<file path="src/rtl/data_mem_responder.sv">
// data_mem_responder
// Memory-side responder for the processor data-memory port. Holds DEPTH
// 32-bit words, posts every write through a one-entry buffer that commits
// on the following edge, and answers reads combinationally with forwarding
// from that buffer. A hardware clear walks the whole array after reset
// before any access is accepted. Saturating read/write counters are exposed.
//
// Optional feature: define DMEM_PARITY_CHECK_EN to store an even-parity bit
// per word and add the parity_inject input and parity_err output.
//
// state    | meaning
// ST_INIT  | clearing mem[ptr] each cycle; strobes ignored, output forced to 0
// ST_READY | accepting reads/writes until the next rst
module data_mem_responder #(
    parameter int DEPTH = 128,
    parameter int CNT_W = 16
) (
    input  logic                     clk,
    input  logic                     rst,
    input  logic                     CEN,
    input  logic                     WEN,
    input  logic                     OEN,
    input  logic [$clog2(DEPTH)-1:0] A,
    input  logic [31:0]              Data2Mem,
    output logic [31:0]              ReadDataMem,
    output logic                     init_done,
    output logic [CNT_W-1:0]         rd_count,
    output logic [CNT_W-1:0]         wr_count
`ifdef DMEM_PARITY_CHECK_EN
    ,
    input  logic                     parity_inject,
    output logic                     parity_err
`endif
);

    localparam int AW = $clog2(DEPTH);
    localparam logic [0:0] ST_INIT  = 1'b0;
    localparam logic [0:0] ST_READY = 1'b1;

    logic [0:0]    state;
    logic [AW-1:0] ptr;
    logic [31:0]   mem [DEPTH];

    logic          pending_valid;
    logic [AW-1:0] pending_addr;
    logic [31:0]   pending_data;

    logic is_ready;
    logic acc;
    logic wr_acc;
    logic rd_acc;
    logic rd_out;
    logic fwd;

    // Access decode. A combined WEN=0/OEN=0 strobe is a write for counting and
    // posting, but still drives the pre-write value onto ReadDataMem.
    assign is_ready = (state == ST_READY);
    assign acc      = is_ready && !CEN;
    assign wr_acc   = acc && !WEN;
    assign rd_acc   = acc && WEN && !OEN;
    assign rd_out   = acc && !OEN;
    assign fwd      = pending_valid && (pending_addr == A);

    // Clear sequencer: walk ptr over every word once, then stay READY.
    always_ff @(posedge clk) begin
        if (rst) begin
            state     <= ST_INIT;
            ptr       <= '0;
            init_done <= 1'b0;
        end else if (state == ST_INIT) begin
            ptr <= ptr + 1'b1;
            if (ptr == AW'(DEPTH - 1)) begin
                state     <= ST_READY;
                init_done <= 1'b1;
            end
        end
    end

    // Posted-write buffer: a new write replaces the entry being committed
    // this same edge, so back-to-back writes keep the later value.
    always_ff @(posedge clk) begin
        if (rst) begin
            pending_valid <= 1'b0;
        end else if (wr_acc) begin
            pending_valid <= 1'b1;
            pending_addr  <= A;
            pending_data  <= Data2Mem;
        end else if (is_ready) begin
            pending_valid <= 1'b0;
        end
    end

    // Single array write port: clear during INIT, pending commit when READY.
    // A reset edge writes nothing, so a posted write is simply dropped.
    always_ff @(posedge clk) begin
        if (!rst) begin
            if (state == ST_INIT) begin
                mem[ptr] <= '0;
            end else if (pending_valid) begin
                mem[pending_addr] <= pending_data;
            end
        end
    end

    // Saturating access counters.
    always_ff @(posedge clk) begin
        if (rst) begin
            rd_count <= '0;
            wr_count <= '0;
        end else begin
            if (rd_acc && (rd_count != '1)) rd_count <= rd_count + 1'b1;
            if (wr_acc && (wr_count != '1)) wr_count <= wr_count + 1'b1;
        end
    end

    // Zero-latency read path with forwarding from the posted entry.
    always_comb begin
        ReadDataMem = '0;
        if (rd_out) begin
            ReadDataMem = fwd ? pending_data : mem[A];
        end
    end

`ifdef DMEM_PARITY_CHECK_EN
    logic mem_par [DEPTH];
    logic pending_par;

    // Parity for the posted entry; inversion on inject lets the bench force an error.
    always_ff @(posedge clk) begin
        if (!rst && wr_acc) begin
            pending_par <= (^Data2Mem) ^ parity_inject;
        end
    end

    // Parity array follows the data array's write port exactly.
    always_ff @(posedge clk) begin
        if (!rst) begin
            if (state == ST_INIT) begin
                mem_par[ptr] <= 1'b0;
            end else if (pending_valid) begin
                mem_par[pending_addr] <= pending_par;
            end
        end
    end

    // Flag a mismatch between the stored bit and the data actually returned.
    always_comb begin
        parity_err = 1'b0;
        if (rd_out) begin
            parity_err = (fwd ? pending_par : mem_par[A]) != (^ReadDataMem);
        end
    end
`endif

endmodule

</file>
<file path="config.mk">
export PLATFORM = sky130hd
export DESIGN_NAME = data_mem_responder
export DESIGN_NICKNAME = d
export VERILOG_FILES = /design/src/rtl/data_mem_responder.sv
export SDC_FILE = /design/constraint.sdc
export NUM_CORES = 2
export LEC_CHECK = 0
export ABC_CLOCK_PERIOD_IN_PS = 5800
export CAP_MARGIN = 20
export CORE_MARGIN = 2
export CORE_UTILIZATION = 45
export DETAILED_ROUTE_END_ITERATION = 6
export GPL_TIMING_DRIVEN = 0
export HOLD_SLACK_MARGIN = 0.08
export PLACE_DENSITY = 0.67
export SYNTH_ARGS = -nofsm -noshare
export SYNTH_HDL_FRONTEND = slang
export SYNTH_SLANG_ARGS = --single-unit
</file>
<file path="constraint.sdc">
create_clock -name clk -period 5.8 [get_ports clk]
set_clock_uncertainty 0.05 [all_clocks]
set_input_delay 0.58 -clock clk [delete_from_list [all_inputs] [get_ports clk]]
set_output_delay 0.58 -clock clk [all_outputs]
set_load 0.01 [all_outputs]
</file>
* Yosys cells after proc, flatten, opt, wreduce, memory -nomap -nowiden
Memories as Yosys holds them, arrays and structs flattened. Index checks and enable logic that the tools add are counted.
Storage, ports and cells: memories 1, register bits after elaboration 81, output and inout port bits 65, RAM bits 4096, input bits 44, logic and storage cells 49
Cells by class: multiplexer cells 16, bitwise gates (word level) 2, add/subtract/negate cells 3, reduce and logical (&&, ||, !) cells 15, equal/unequal tests 4
Memory list:
- mem | depth 128, bits a word 32, read ports 1, clocked after Yosys merged registers in 0, wr ports 1, RTL line 42 | logic [31:0] mem [DEPTH];
Operator list (number):
- 32-bit 2-to-1 mux | 3
- 16-bit by 1-bit adder with 16-bit output, second input constant | 2
- 16-bit inequality test, second input constant | 2
- 32-bit OR reduction | 1
- 1-bit 2-to-1 mux | 12
- 1-bit logical AND | 8
- 7-bit by 1-bit adder with 7-bit output, second input constant | 1
- 7-bit == test | 1
- 7-bit == test, second input constant | 1
- 7-bit 2-to-1 mux | 1
- 2-bit AND reduction | 2
- 1-bit zero test | 3
- 1-bit NOT | 2
- 2-bit nonzero test | 1

* Depth between registers and ports, before layout
depth in word-level cells 6, depth in mapped cells 12, mapped depth without buffers 7

* Worst setup path after synthesis
Ideal clock, no wire load.
path type input port to flip-flop, start point input port rst, end point memory mem[0][10] (data pin), data required time 5215 ps, library setup time 535 ps, stages on the path 7, buffers on the path 5, setup slack 1746 ps, data arrival time 3469 ps, path through buf_2 -> and3b_1 -> clkbuf_1 -> buf_2 -> clkbuf_1 -> clkbuf_1 -> and2_1
Between the ends: longest elaborated chain between the ends 4
RTL lines:
- from (decl) | RTL line 19 | input logic rst,
- 1-bit 2-to-1 mux | RTL line 96 | if (!rst) begin
- 1-bit 2-to-1 mux (implied by the code) | RTL line 100 | mem[pending_addr] <= pending_data;
- 32-bit OR reduction (no line)
- 32-bit 2-to-1 mux (no line)
- to (decl) | RTL line 42
Every way passes these cells.

* Worst setup path in the final report
start point input port A[4], end point output port ReadDataMem[17]
Between the ends: longest elaborated chain between the ends 4, elaborated cells between the ends (all ways) 5, classes of those cells eq/ne (1); mux (2); reduce/logical (1); memory (1)
RTL lines:
- from (decl) | RTL line 23 | input logic [$clog2(DEPTH)-1:0] A,
- parallel branches: the longest is 2 deep, another holds memory read 128 x 32 bit
- 32-bit 2-to-1 mux (*) | RTL line 120 | ReadDataMem = fwd ? pending_data : mem[A];
- 32-bit 2-to-1 mux (*) | RTL line 119 | if (rd_out) begin
- to (decl) | RTL line 25 | output logic [31:0] ReadDataMem,
Every way passes the cells marked *.

==> out/metrics.cfg <==
[status]
outcome = complete, but fails checks
violations = setup timing

[sta]
finalWorstSetupSlack_ns = -0.0981
fin_crit_sh_pct = 102
clock.fmax_mhz = 170
final_hold_viol_count = 0
setup_viol = 13
slew_violations = 0
slew_headroom_pct = 23.6
worstMarginPinSlew_ns = 1.15
rsz0062_at_grt = yes
period_minus_slack_ns = 5.90

[floorplanning]
start_util_pct = 45.3
die_y_um = 603
io_pins = 109
die_x_um = 603
core_um2 = 356000
dieArea_um2 = 363000
rows = 219

[placement]
io_buffers = 107
hpwl_mm = 323
dp_slack_ns = -1.38
gp_congestion = 0.969
placed_cells = 12876

[global_route]
grtUsageMet2_pct = 40.9
grt_pass1_vias = 82929
met1_usage_pct = 33.8
grtUsageTotal_pct = 25.5
antenna_found_initial = 56
grt-ovfl-total = 0
use_met3_pct = 4.87
grt_busiest_layer = met2
grt_pass1_wl_mm = 649
grt_max_degree = 97

[finish]
nNetsFinal = 8600
finalNonFillerCells = 13690
drive_above_1_share_pct = 22.1
fillers = 27226
syn_to_final_growth_pct = 16.2

[worst_setup_path]
cp_data_arrival_time_ns = 5.27
worstSetupPathType = input pin to primary output
startpoint_type = input pin
rr_worst_depth = 9
crit_path_end_kind = primary output
required_ns = 5.17
crit_fanout = 10

[logic_synthesis]
syn_nets = 7846
yosys.area.top_type_share_pct = 77.0
synth-simple-area-share_pct = 2.03
synthXorXnorAreaFrac_pct = 0.206
postSynthAreaPerCell_um2 = 20.7
synth_enable_flop_cells = 4135
synth_cells = 7799
mappedNetlistArea_um2 = 161000
ys.flop_type = edfxtp_1
synth_cell_types = 65
seq_area_frac_synth_pct = 77.5
synthArstFlopShare_pct = 0
synth.area.mux_share_pct = 14.6
ys_warn_count = 0
synthAdderAreaFrac_pct = 0.0233
synth_seq_cells = 4177
synth_compound_area_share_pct = 4.01
synthTopCellsByArea = edfxtp_1, mux4_2, mux2i_1
synth_top_family_by_area = multiplexers
synth_area_leader_cell = edfxtp_1

[power]
ir_drop_uv = 296
p_per_area_nw_per_um2 = 328
p_leak_nw = 58.4
power.total_mw = 61.5

[clocking]
insertion_delay_ns = 0.99
cts_buffer_depth = 4
tritoncts = done
h-tree-depth = 5
cts_buffers = 409
cts.clk_slew.worst_paths_ns = 0.06
cts-root-buf = clkbuf_16
cts_sinks = 4177

[flow_run]
max_cap_violations = 0

[routing]
dr.pass1.iters = 5
vias = 84882
drc = 0
vias_per_cell = 6.20
wl_per_cell_um = 34.5
drt_wl_total_mm = 472
drtAntennaViolNets = 0
drt_iter0_drc = 13076

[hold_path]
hold_path_class = input pin to flip-flop
holdPathStages = 1

## worst max-delay path, cell delays in order
cell	delay (ns)
clkdlybuf4s50_1	0.76
buf_4	0.24
buf_2	0.36
buf_2	0.43
buf_2	0.37
mux4_2	0.35
a22oi_1	0.49
nand2_2	0.42
o221ai_1	0.42
and4bb_1	0.31
clkdlybuf4s50_1	0.49
## registers in the layout, summed over array words and instances, names as in the netlist
name           flops
mem             4096
pending_data      32
rd_count          16
wr_count          16
pending_addr       7
ptr                7
init_done          1
is_ready           1
pending_valid      1
## power by group
| group | switching [mW] | leakage [nW] | internal, mW |
|---|---|---|---|
| logic | 1.73 | 16.2 | 0.915 |
| registers | 0.0151 | 35.9 | 32.7 |
| clock network | 11.4 | 6.37 | 14.8 |
| total | 13.1 | 58.4 | 48.4 |
## logic make-up (layout without fill, tap and decap cells)
group / after synthesis / in the layout
other: 0 / 44
adder cells (fa/ha/maj): 3 / 3
buffers and inverters: 463 / 1559
XOR/XNOR: 38 / 38
AO/OA/AOI/OAI: 876 / 876
multiplexers: 1584 / 1584
flip-flops: 4177 / 4177
AND/OR/NAND/NOR: 658 / 658
## final timing paths
kind	to	slack [ns]	startpoint
min	pending_data[7]$_DFFE_PP_	0.14	Data2Mem[7]
min reg2reg	init_done$_SDFFE_PP0P_	0.43	init_done$_SDFFE_PP0P_
max	ReadDataMem[17]	-0.1	A[4]
max reg2reg	mem[103][9]$_DFFE_PP_	0.77	is_ready$_SDFF_PP0_
## placed cells by master (no fill, tap or decap), types with 96 or more instances in the layout
cell type | netlist | final
edfxtp_1 | 4135 | 4135
nor2_4 | 0 | 129
clkbuf_16 | 0 | 413
buf_4 | 91 | 127
clkdlybuf4s50_1 | 0 | 104
clkinv_1 | 0 | 109
nand2_1 | 110 | 96
a22oi_1 | 98 | 96
buf_12 | 3 | 128
clkbuf_1 | 174 | 229
mux4_2 | 608 | 608
o221ai_1 | 175 | 164
o22ai_1 | 226 | 226
a22o_1 | 96 | 96
mux2i_1 | 964 | 964
buf_2 | 119 | 132
nor2_1 | 269 | 139
## layout make-up
| cell class | instances | area (um2) | share of cell area [%] |
|---|---|---|---|
| inverter | 10 | 41.3 | 0.0220 |
| tap | 4751 | 5940 | 3.17 |
| clock inverter | 250 | 2400 | 1.28 |
| timing repair buffer | 344 | 5340 | 2.85 |
| antenna | 44 | 110 | 0.0588 |
| multi-input combinational | 3159 | 35200 | 18.8 |
| buffer | 452 | 2670 | 1.43 |
| sequential | 4177 | 125000 | 66.7 |
| clock buffer | 503 | 10700 | 5.69 |
## metal layers
metal  part of all wire (%)  vias up
met5                 0.0053        -
met4                    5.7        4
met3                    9.9      813
met2                     47     4925
met1                     37    44846
li1                       -    34294
## cells in the mapped netlist (all sizes together) (2+ instances only)
| library cell | number |
|---|---|
| mux4 | 608 |
| a2111oi | 3 |
| nor4 | 50 |
| inv | 10 |
| edfxtp | 4135 |
| nor2b | 5 |
| or3b | 3 |
| a211oi | 9 |
| xnor2 | 17 |
| and4bb | 25 |
| a221oi | 96 |
| and2 | 36 |
| or2 | 3 |
| o22ai | 226 |
| nor3 | 48 |
| mux2 | 12 |
| o21ai | 76 |
| buf | 278 |
| o31ai | 2 |
| nand2b | 10 |
| a22o | 96 |
| or4 | 2 |
| o221ai | 175 |
| o211ai | 29 |
| clkbuf | 175 |
| nand4 | 14 |
| o2111ai | 2 |
| ha | 3 |
| mux2i | 964 |
| and3 | 4 |
| a21oi | 58 |
| and4 | 3 |
| nand2 | 111 |
| or3 | 6 |
| a31oi | 4 |
| nand3b | 9 |
| nor2 | 269 |
| nand3 | 50 |
| a22oi | 98 |
| dfxtp | 42 |
| nor4b | 6 |
| xor2 | 21 |
## repair_timing
item                                    CTS  global route
pin swaps                                 4             0
endpoints found under the setup margin   32            18
hold endpoints to repair                 12             0
setup buffers                             5             1
hold buffers                             12             0
gates resized for setup                 129            16
## through the flow
step / hold slack [ns] / util (%) / setup TNS (ns) / instance area, um2
floorplan: 0.433 / - / 0 / 161000
global placement: 0.428 / 47.2 / - / 168000
detailed placement: 0.420 / 48.7 / -25.15 / 173000
CTS: 0.0881 / 52.6 / -0.0991 / 187000
global route: 0.121 / 52.6 / -0.00683 / 187000
finish: 0.144 / 52.6 / -0.534 / 187000
No activity file was read; power rests on OpenSTA's default activity.
